**src/rtl/uart_pkg.sv**
```systemverilog
// Shared UART constants: oversample ratios, osr_sel encoding and reset divisor defaults.
package uart_pkg;

    localparam int unsigned OSR_16           = 16;
    localparam int unsigned OSR_8            = 8;
    localparam int unsigned OSR_CNT_W        = 4;
    localparam int unsigned DEFAULT_DIV_INT  = 27;
    localparam int unsigned DEFAULT_DIV_FRAC = 2;

    typedef enum logic {
        Osr16 = 1'b0,
        Osr8  = 1'b1
    } osr_sel_e;

    function automatic logic [OSR_CNT_W-1:0] osr_last(input osr_sel_e sel);
        return (sel == Osr8) ? OSR_CNT_W'(OSR_8 - 1) : OSR_CNT_W'(OSR_16 - 1);
    endfunction

    function automatic logic [OSR_CNT_W-1:0] osr_mid(input osr_sel_e sel);
        return (sel == Osr8) ? OSR_CNT_W'(OSR_8 / 2 - 1) : OSR_CNT_W'(OSR_16 / 2 - 1);
    endfunction

endpackage

```
**src/rtl/baud_cfg_shadow.sv**
```systemverilog
// Pending/active divisor shadow registers; pending config moves to active on apply.
module baud_cfg_shadow
    import uart_pkg::*;
#(
    parameter int unsigned DIV_W        = 16,
    parameter int unsigned FRAC_W       = 4,
    parameter int unsigned DEF_DIV_INT  = DEFAULT_DIV_INT,
    parameter int unsigned DEF_DIV_FRAC = DEFAULT_DIV_FRAC
) (
    input  logic              clk,
    input  logic              reset,
    input  logic              load,
    input  logic              apply,
    input  logic [DIV_W-1:0]  div_int,
    input  logic [FRAC_W-1:0] div_frac,
    input  osr_sel_e          osr_sel,
    output logic [DIV_W-1:0]  act_div_int,
    output logic [FRAC_W-1:0] act_div_frac,
    output osr_sel_e          act_osr_sel,
    output logic              osr_change,
    output logic              cfg_pending,
    output logic              cfg_err
);

    logic [DIV_W-1:0]  pend_int_q, pend_int_d, act_int_q, act_int_d;
    logic [FRAC_W-1:0] pend_frac_q, pend_frac_d, act_frac_q, act_frac_d;
    osr_sel_e          pend_osr_q, pend_osr_d, act_osr_q, act_osr_d;
    logic              pending_q, pending_d;

    // Apply uses the pending value held before this edge; a same-edge load waits for the next one.
    always_comb begin
        pend_int_d  = pend_int_q;
        pend_frac_d = pend_frac_q;
        pend_osr_d  = pend_osr_q;
        act_int_d   = act_int_q;
        act_frac_d  = act_frac_q;
        act_osr_d   = act_osr_q;
        pending_d   = pending_q;
        if (apply && pending_q) begin
            act_int_d  = pend_int_q;
            act_frac_d = pend_frac_q;
            act_osr_d  = pend_osr_q;
            pending_d  = 1'b0;
        end
        if (load) begin
            pend_int_d  = div_int;
            pend_frac_d = div_frac;
            pend_osr_d  = osr_sel;
            pending_d   = 1'b1;
        end
    end

    always_ff @(posedge clk) begin
        if (reset) begin
            pend_int_q  <= '0;
            pend_frac_q <= '0;
            pend_osr_q  <= Osr16;
            act_int_q   <= DIV_W'(DEF_DIV_INT);
            act_frac_q  <= FRAC_W'(DEF_DIV_FRAC);
            act_osr_q   <= Osr16;
            pending_q   <= 1'b0;
        end else begin
            pend_int_q  <= pend_int_d;
            pend_frac_q <= pend_frac_d;
            pend_osr_q  <= pend_osr_d;
            act_int_q   <= act_int_d;
            act_frac_q  <= act_frac_d;
            act_osr_q   <= act_osr_d;
            pending_q   <= pending_d;
        end
    end

    assign act_div_int  = act_int_q;
    assign act_div_frac = act_frac_q;
    assign act_osr_sel  = act_osr_q;
    assign osr_change   = apply && pending_q && (pend_osr_q != act_osr_q);
    assign cfg_pending  = pending_q;
    assign cfg_err      = (act_int_q == '0);

endmodule

```
**src/rtl/baud_gen_frac.sv**
```systemverilog
// Fractional baud generator: sample, mid-bit and bit ticks from an integer+fraction divisor.
module baud_gen_frac
    import uart_pkg::*;
#(
    parameter int unsigned DIV_W        = 16,
    parameter int unsigned FRAC_W       = 4,
    parameter int unsigned DEF_DIV_INT  = DEFAULT_DIV_INT,
    parameter int unsigned DEF_DIV_FRAC = DEFAULT_DIV_FRAC
) (
    input  logic              clk,
    input  logic              reset,
    input  logic              enable,
    input  logic              load,
    input  logic [DIV_W-1:0]  div_int,
    input  logic [FRAC_W-1:0] div_frac,
    input  logic              osr_sel,
    input  logic              sync_clear,
    output logic              sample_tick,
    output logic              bit_tick,
    output logic              mid_tick,
    output logic              cfg_pending,
    output logic              cfg_err
);

    logic [DIV_W-1:0]     act_div_int;
    logic [FRAC_W-1:0]    act_div_frac;
    osr_sel_e             act_osr_sel;
    logic                 osr_change, apply, boundary, stalled;
    logic [DIV_W-1:0]     cnt_q, cnt_d;
    logic [FRAC_W-1:0]    acc_q, acc_d;
    logic [OSR_CNT_W-1:0] osr_cnt_q, osr_cnt_d;
    logic                 sample_d, bit_d, mid_d;
    logic [FRAC_W:0]      acc_sum;
    logic [DIV_W:0]       period;

    baud_cfg_shadow #(
        .DIV_W        (DIV_W),
        .FRAC_W       (FRAC_W),
        .DEF_DIV_INT  (DEF_DIV_INT),
        .DEF_DIV_FRAC (DEF_DIV_FRAC)
    ) u_cfg (
        .clk          (clk),
        .reset        (reset),
        .load         (load),
        .apply        (apply),
        .div_int      (div_int),
        .div_frac     (div_frac),
        .osr_sel      (osr_sel_e'(osr_sel)),
        .act_div_int  (act_div_int),
        .act_div_frac (act_div_frac),
        .act_osr_sel  (act_osr_sel),
        .osr_change   (osr_change),
        .cfg_pending  (cfg_pending),
        .cfg_err      (cfg_err)
    );

    // Phase accumulator carry stretches this interval by one clock.
    assign acc_sum  = {1'b0, acc_q} + {1'b0, act_div_frac};
    assign period   = {1'b0, act_div_int} + {{DIV_W{1'b0}}, acc_sum[FRAC_W]};
    assign stalled  = cfg_err;
    assign boundary = enable && !sync_clear && !stalled
                      && ({1'b0, cnt_q} == period - {{DIV_W{1'b0}}, 1'b1});
    // A stalled generator never reaches a boundary, so every enabled edge may apply.
    assign apply    = !enable || sync_clear || stalled || boundary;

    always_comb begin
        cnt_d     = cnt_q;
        acc_d     = acc_q;
        osr_cnt_d = osr_cnt_q;
        sample_d  = 1'b0;
        bit_d     = 1'b0;
        mid_d     = 1'b0;
        if (!enable || sync_clear) begin
            cnt_d     = '0;
            acc_d     = '0;
            osr_cnt_d = '0;
        end else if (stalled) begin
            cnt_d = '0;
            if (osr_change) osr_cnt_d = '0;
        end else if (boundary) begin
            cnt_d     = '0;
            acc_d     = acc_sum[FRAC_W-1:0];
            sample_d  = 1'b1;
            bit_d     = (osr_cnt_q == osr_last(act_osr_sel));
            mid_d     = (osr_cnt_q == osr_mid(act_osr_sel));
            osr_cnt_d = (osr_change || bit_d) ? '0 : osr_cnt_q + OSR_CNT_W'(1);
        end else begin
            cnt_d = cnt_q + DIV_W'(1);
        end
    end

    always_ff @(posedge clk) begin
        if (reset) begin
            cnt_q       <= '0;
            acc_q       <= '0;
            osr_cnt_q   <= '0;
            sample_tick <= 1'b0;
            bit_tick    <= 1'b0;
            mid_tick    <= 1'b0;
        end else begin
            cnt_q       <= cnt_d;
            acc_q       <= acc_d;
            osr_cnt_q   <= osr_cnt_d;
            sample_tick <= sample_d;
            bit_tick    <= bit_d;
            mid_tick    <= mid_d;
        end
    end

endmodule
```
**config.mk**
```make
export PLATFORM = sky130hd
export DESIGN_NAME = baud_gen_frac
export DESIGN_NICKNAME = d
export VERILOG_FILES = /design/src/rtl/uart_pkg.sv /design/src/rtl/baud_cfg_shadow.sv /design/src/rtl/baud_gen_frac.sv
export SDC_FILE = /design/constraint.sdc
export NUM_CORES = 1
export LEC_CHECK = 0
export CAP_MARGIN = 15
export CORE_UTILIZATION = 60
export CTS_BUF_LIST = sky130_fd_sc_hd__clkbuf_4 sky130_fd_sc_hd__clkbuf_8 sky130_fd_sc_hd__clkbuf_16
export DETAILED_ROUTE_END_ITERATION = 8
export PLACE_DENSITY_LB_ADDON = 0.15
export SLEW_MARGIN = 10
export SYNTH_ARGS = -nofsm -noshare
export SYNTH_HDL_FRONTEND = slang
export SYNTH_HIERARCHICAL = 1
export SYNTH_SLANG_ARGS = --single-unit
```
**constraint.sdc**
```tcl
create_clock -name clk -period 10.7 [get_ports clk]
set_input_delay 2.675 -clock clk [delete_from_list [all_inputs] [get_ports clk]]
set_output_delay 2.675 -clock clk [all_outputs]
set_load 0.01 [all_outputs]
```
==> impl_metrics.tcl, run 1 <==
set metrics [dict create \
    finalWirelength_microns 6890 \
    path_delay_family "simple AND/OR/NAND/NOR gates" \
    run_status "complete, no violations" \
    ys.flop_type "dfxtp_1" \
    cp_num_buf_inv 1 \
    r2r_cells 21 \
    slew_headroom_pct 46.5 \
    ant_nets 0 \
    clockRootBuffer "clkbuf_8" \
    synth.most_common_cell "dfxtp_1" \
    clock-skew-final_ns 0.00959 \
    critPathCaptureType "output port" \
    hold_depth 2 \
    io_pins 31 \
    r2r-start "u_cfg/act_div_frac[0]" \
    core_area_sq_um 5920 \
    synth_top_area_share_pct 37.8 \
    synthCells 395 \
    dpl_cell_area_sq_um 3950 \
    crit_required_ns 8.03 \
    worst_ir_drop_vdd_mv 0.130 \
    htree_levels 3 \
    min_period_ns 4.80 \
    final_area_sq_um 4190 \
    cts.sinks 70 \
    dp_hpwl_microns 4750 \
    cts_buffer_depth 2 \
    crit_arrival_ns 2.12 \
    fmax_mhz 208 \
    ys_seq_area_share_pct 37.8 \
    cts_tree "built" \
    syn-num-nets 430 \
    setup_viol 0 \
    final_nets 452 \
    dieArea_sq_um 6490 \
    yosysUniqueCellTypes 54 \
    start_kind "register" \
    tightest_slew_ns 0.797 \
    dp.cells 480 \
    critPathMaxStageDelay_ns 0.60 \
    cts_hold_buf 0 \
    drive_gt1_share_pct 11.4 \
    cp_slowest_cell "clkdlybuf4s50_1" \
    hp-class "register to register" \
    diodes 0 \
    die_h_microns 80.6 \
    critPathMaxFanout 7 \
    final_util_pct 70.7 \
    min_period_over_period_pct 44.8 \
    clk_latency_ns 0.35 \
    grt_pass1_wl_microns 11600 \
    syn_avg_cell_area_sq_um 9.38 \
    io_buffers 30 \
    gp_congestion 0.812 \
    cts_buffers 9 \
    vias 2834 \
    r2r_end "osr_cnt_q[3]" \
    synthTopCellsByArea "dfxtp_1 38%, mux2i_1 7.8%, nor2_1 5.7%, xnor2_1 5.2%, xor2_1 4.3%" \
    drv_cap 0 \
    synth-edff-count 0 \
    hold_start "u_cfg/pend_int_q[12]" \
    drc 0 \
    crit_chain "nor4_1 > and4_1 > clkdlybuf4s50_1" \
    grt_overflow 0 \
    syn2layout_area_growth_pct 13.0 \
    synth_seq_cells 70 \
    critPathLaunch "u_cfg/act_div_int[10]" \
    dr.pass1.iters 4 \
    synth_top_area_cell "dfxtp_1" \
    initial_core_util_pct 62.6 \
    drt-wirelength-per-cell_microns 13.9 \
    finalMaxSlewViolations 0 \
    finalSetupTns_ns 0 \
    cts_resized 0 \
    powerDensity_nw_per_um2 134 \
    row_count 28 \
    p_leak_nw 1.65 \
    hold_ws_ns 0.467 \
    crit_type "register to output port" \
    path_clk_slew_ns 0.07 \
    grt_max_degree 47 \
    rsz0062_at_grt "no" \
    min_to "u_cfg/act_div_int[12]" \
    vias_per_cell 5.70 \
    syn_area_sq_um 3700 \
    finalNonFillerCells 497 \
    ys.warnings.count 6 \
    drt_iter0_markers 110 \
    synth_commonest_cells "70 x dfxtp_1, 56 x nor2_1, 29 x mux2i_1" \
    antenna_found_initial 0 \
    grt_pass1_vias 2549 \
    async_flop_share_pct 0 \
    final_hold_viol_count 0 \
    cts_setup_buffers 0 \
    dieWidth_microns 80.6 \
    track_usage_pct 23.5 \
    r2r_slack_ns 5.99 \
]
[cell type report]
| type | instances | area (sq um) |
|---|---|---|
| clock buffer | 9 | 124 |
| clock inverter | 7 | 96.3 |
| fill | 474 | 1730 |
| inverter | 12 | 45.0 |
| multi-input combinational | 290 | 2090 |
| sequential | 70 | 1400 |
| tap | 75 | 93.8 |
| timing repair buffer | 34 | 338 |
[stage by stage]
stage | setup slack [ns] | total power, W
finish | 5.90 | 0.000560
global placement | 5.83 | 0.000329
floorplan | 6.51 | 0.000316
global route | 5.61 | 0.000584
detailed placement | 5.77 | 0.000330
CTS | 5.88 | 0.000566
[flip-flops by register name (all words and copies together), names as in the netlist, 4 cells and up]
name / flops
u_cfg/act_div_frac: 4
osr_cnt_q: 4
u_cfg/pend_int_q: 16
u_cfg/pend_frac_q: 4
acc_q: 4
u_cfg/act_div_int: 16
cnt_q: 16
[logic make-up (layout without fill, tap and decap cells)]
kind of cell	count (synthesis)	in the layout	synth area share (%)
AOI/OAI and AO/OA	63	63	13.0
xor gates and xnor gates	40	40	9.46
adders and majority gates	9	9	3.24
buffers and inverters	35	62	5.78
DFF	70	70	37.8
muxes	29	29	7.84
and+or+nand+nor	149	149	22.8
[worst max-delay path by stage]
stage              endpoint  cells after the start
2_1_floorplan  osr_cnt_q[3]                     10
3_3_place_gp   osr_cnt_q[3]                     11
3_5_place_dp   osr_cnt_q[3]                     11
4_1_cts             cfg_err                      3
5_1_grt        osr_cnt_q[0]                     21
6_report            cfg_err                      3
[cell usage in the layout (no fill, tap or decap), types with 2 or more instances in the layout]
| cell | count |
|---|---|
| nor3_1 | 4 |
| clkbuf_8 | 9 |
| nand3_1 | 25 |
| a31oi_1 | 3 |
| nor4_1 | 7 |
| nand4b_1 | 2 |
| a21o_1 | 2 |
| clkinvlp_4 | 3 |
| mux2i_1 | 29 |
| o21ai_0 | 3 |
| ha_1 | 8 |
| a21bo_2 | 10 |
| nand4_1 | 4 |
| a21bo_1 | 7 |
| and2_1 | 3 |
| nor4_4 | 2 |
| a21oi_1 | 23 |
| inv_1 | 12 |
| nand2b_1 | 4 |
| nand3b_1 | 3 |
| nor4b_4 | 2 |
| buf_4 | 3 |
| a211oi_1 | 2 |
| bufinv_16 | 2 |
| xor2_1 | 18 |
| dfxtp_1 | 70 |
| and3_1 | 12 |
| nor2b_1 | 3 |
| xnor2_1 | 22 |
| clkdlybuf4s50_1 | 30 |
| and4_1 | 2 |
| nand2_1 | 9 |
| a211o_1 | 5 |
| nor2_1 | 56 |
[layer usage]
layer / global-route usage, % / wire [microns]
met1: 32.3 / 3400
met4: 12.1 / 133
met5: 0 / 0
met3: 4.43 / 227
met2: 34.7 / 3130
[worst reg2reg max path: cells and delay by family (launching register included)]
family | cells | cell delay [ns]
AOI/OAI and AO/OA | 6 | 1.06
xor gates and xnor gates | 1 | 0.18
adders and majority gates | 4 | 0.83
buffers and inverters | 3 | 0.48
DFF | 1 | 0.32
and+or+nand+nor | 7 | 1.74
[power by group]
part	internal (W)	total, W	switching (W)
combinational	0.0000250	0.0000477	0.0000227
clock	0.000131	0.000236	0.000105
sequential	0.000268	0.000276	0.00000814
total	0.000425	0.000560	0.000135
Power figures use the tool's default switching activity.
==> run 2: changes to the inputs <==
- CORE_UTILIZATION: 60 -> 58
- clock period: 10.7 -> 4.8 ns (I/O delays scaled with it)
==> run 2 against run 1 <==
  * Global-route usage down 0.25 points
  * First-iteration DRC count is 17% higher
  * Sequential power is 120% higher
  * Combinational power is 120% higher
  * Die area is 3.4% higher
  * Final cell count stayed put
  * Sequential cell count unchanged
  * Sequential share of layout area up 0.45 points
  * Register-to-register slack got worse by 5.4 ns
  * Routed wire length rose by 1.6%
  * Non-clock buffer count stayed put
  * Largest power group unchanged
==> impl_metrics.tcl, run 2 (synthesis gave the netlist of run 1 again) <==
set metrics [dict create \
    run_status "complete, no violations" \
    diodes 0 \
    hp-class "register to register" \
    crit_type "register to register" \
    track_usage_pct 23.3 \
    p_leak_nw 1.64 \
    rsz0062_at_grt "no" \
    cp_slowest_cell "nor3b_2" \
    gp_congestion 0.800 \
    grt_max_degree 47 \
    setup_viol 0 \
    io_pins 31 \
    initial_core_util_pct 61.5 \
    r2r_cells 17 \
    drc 0 \
    dieArea_sq_um 6710 \
    htree_levels 3 \
    vias 2794 \
    min_period_ns 4.24 \
    final_hold_viol_count 0 \
    clock-skew-final_ns 0.00994 \
    dpl_cell_area_sq_um 3960 \
    clockRootBuffer "clkbuf_8" \
    crit_top_cell "ha_1" \
    slew_headroom_pct 49.5 \
    final_cell_mix "70 x dfxtp_1, 56 x nor2_1, 30 x clkdlybuf4s50_1" \
    hold_depth 2 \
    cts_tree "built" \
    powerDensity_nw_per_um2 278 \
    crit_arrival_ns 4.45 \
    min_period_over_period_pct 88.3 \
    final_common_cell "dfxtp_1" \
    power_w 0.00115 \
    hold_ws_ns 0.491 \
    vias_per_cell 5.62 \
    dieWidth_microns 81.9 \
    clk_latency_ns 0.35 \
    dr.pass1.iters 6 \
    critPathMaxFanout 39 \
    antenna_found_initial 0 \
    critPathMaxStageDelay_ns 0.50 \
    die_h_microns 81.9 \
    tightest_slew_ns 0.751 \
    io_buffers 30 \
    drv_cap 0 \
    ant_nets 0 \
    r2r_slack_ns 0.56 \
    drive_gt1_share_pct 11.4 \
    dp_hpwl_microns 4940 \
    finalWirelength_microns 7000 \
    final_nets 452 \
    cts_setup_buffers 0 \
    cts_resized 0 \
    syn2layout_area_growth_pct 11.6 \
    fmax_mhz 236 \
    grt_pass1_wl_microns 11900 \
    drt-wirelength-per-cell_microns 14.1 \
    path_clk_slew_ns 0.08 \
    finalSetupTns_ns 0 \
    final_area_sq_um 4130 \
    start_kind "register" \
    crit_chain "ha_1 > inv_1 > fa_1 > inv_1 > a21o_1 > a21oi_1 > ha_1 > ha_1 > nor3b_2 > a31oi_1 > a211oi_1 > nor4b_2 > o2111ai_2 > o21ai_2 > buf_4 > or2_1 > nor2_1" \
    core_area_sq_um 6030 \
    drt_iter0_markers 129 \
    cts_hold_buf 0 \
    critPathCaptureType "register" \
    cts_buffers 9 \
    worst_ir_drop_vdd_mv 0.310 \
    crit_required_ns 5.02 \
    grt_pass1_vias 2612 \
    finalMaxSlewViolations 0 \
    cts.sinks 70 \
    row_count 28 \
    n_fill_cell 512 \
    cts_buffer_depth 2 \
    grt_overflow 0 \
]
-- run 2: final cells by class --
type / count / area, sq um / share of cell area [%]
Sequential cell: 70 / 1400 / 33.9
Timing Repair Buffer: 34 / 330 / 8.00
Inverter: 12 / 45.0 / 1.09
Tap cell: 75 / 93.8 / 2.27
Multi-Input combinational cell: 290 / 2090 / 50.5
Clock buffer: 9 / 124 / 3.00
Clock inverter: 7 / 48.8 / 1.18
-- run 2: worst max-delay path, delay by kind of cell, from the launching register on --
family | cells | cell delay [ns]
and+or+nand+nor | 4 | 1.34
DFF | 1 | 0.32
buffers and inverters | 3 | 0.49
AOI/OAI and AO/OA | 6 | 1.11
adders and majority gates | 4 | 0.82
-- run 2: report_power, final --
part / switching (W) / leakage [nW] / total [W] / internal [W]
registers: 0.0000182 / 0.570 / 0.000616 / 0.000598
logic: 0.0000520 / 0.975 / 0.000107 / 0.0000554
clock network: 0.000235 / 0.0898 / 0.000424 / 0.000189
total: 0.000305 / 1.64 / 0.00115 / 0.000842
-- run 2: routing by layer --
layer	track usage, %	share of wire, %	up-vias
met2	35.0	44	54
met3	6.00	3.6	14
met5	0	0	-
li1	-	-	1417
met4	10.0	1.7	0
met1	31.4	50	1309
-- run 2: final timing paths --
kind	start	end
max	u_cfg/act_div_frac[0]	cnt_q[12]
min	u_cfg/pend_frac_q[2]	u_cfg/act_div_frac[2]
max reg2reg	u_cfg/act_div_frac[0]	cnt_q[12]
min reg2reg	u_cfg/pend_frac_q[2]	u_cfg/act_div_frac[2]
-- run 2: metrics by stage --
| stage | utilization (%) | cells | worst slack, ns |
|---|---|---|---|
| 4_1_cts | 68.6 | 497 | 0.555 |
| 2_1_floorplan | - | 395 | 1.01 |
| 3_3_place_gp | 65.7 | 481 | 0.740 |
| 5_1_grt | 68.6 | 497 | 0.193 |
| 3_5_place_dp | 65.7 | 481 | 0.568 |
| 6_report | 68.6 | 497 | 0.563 |
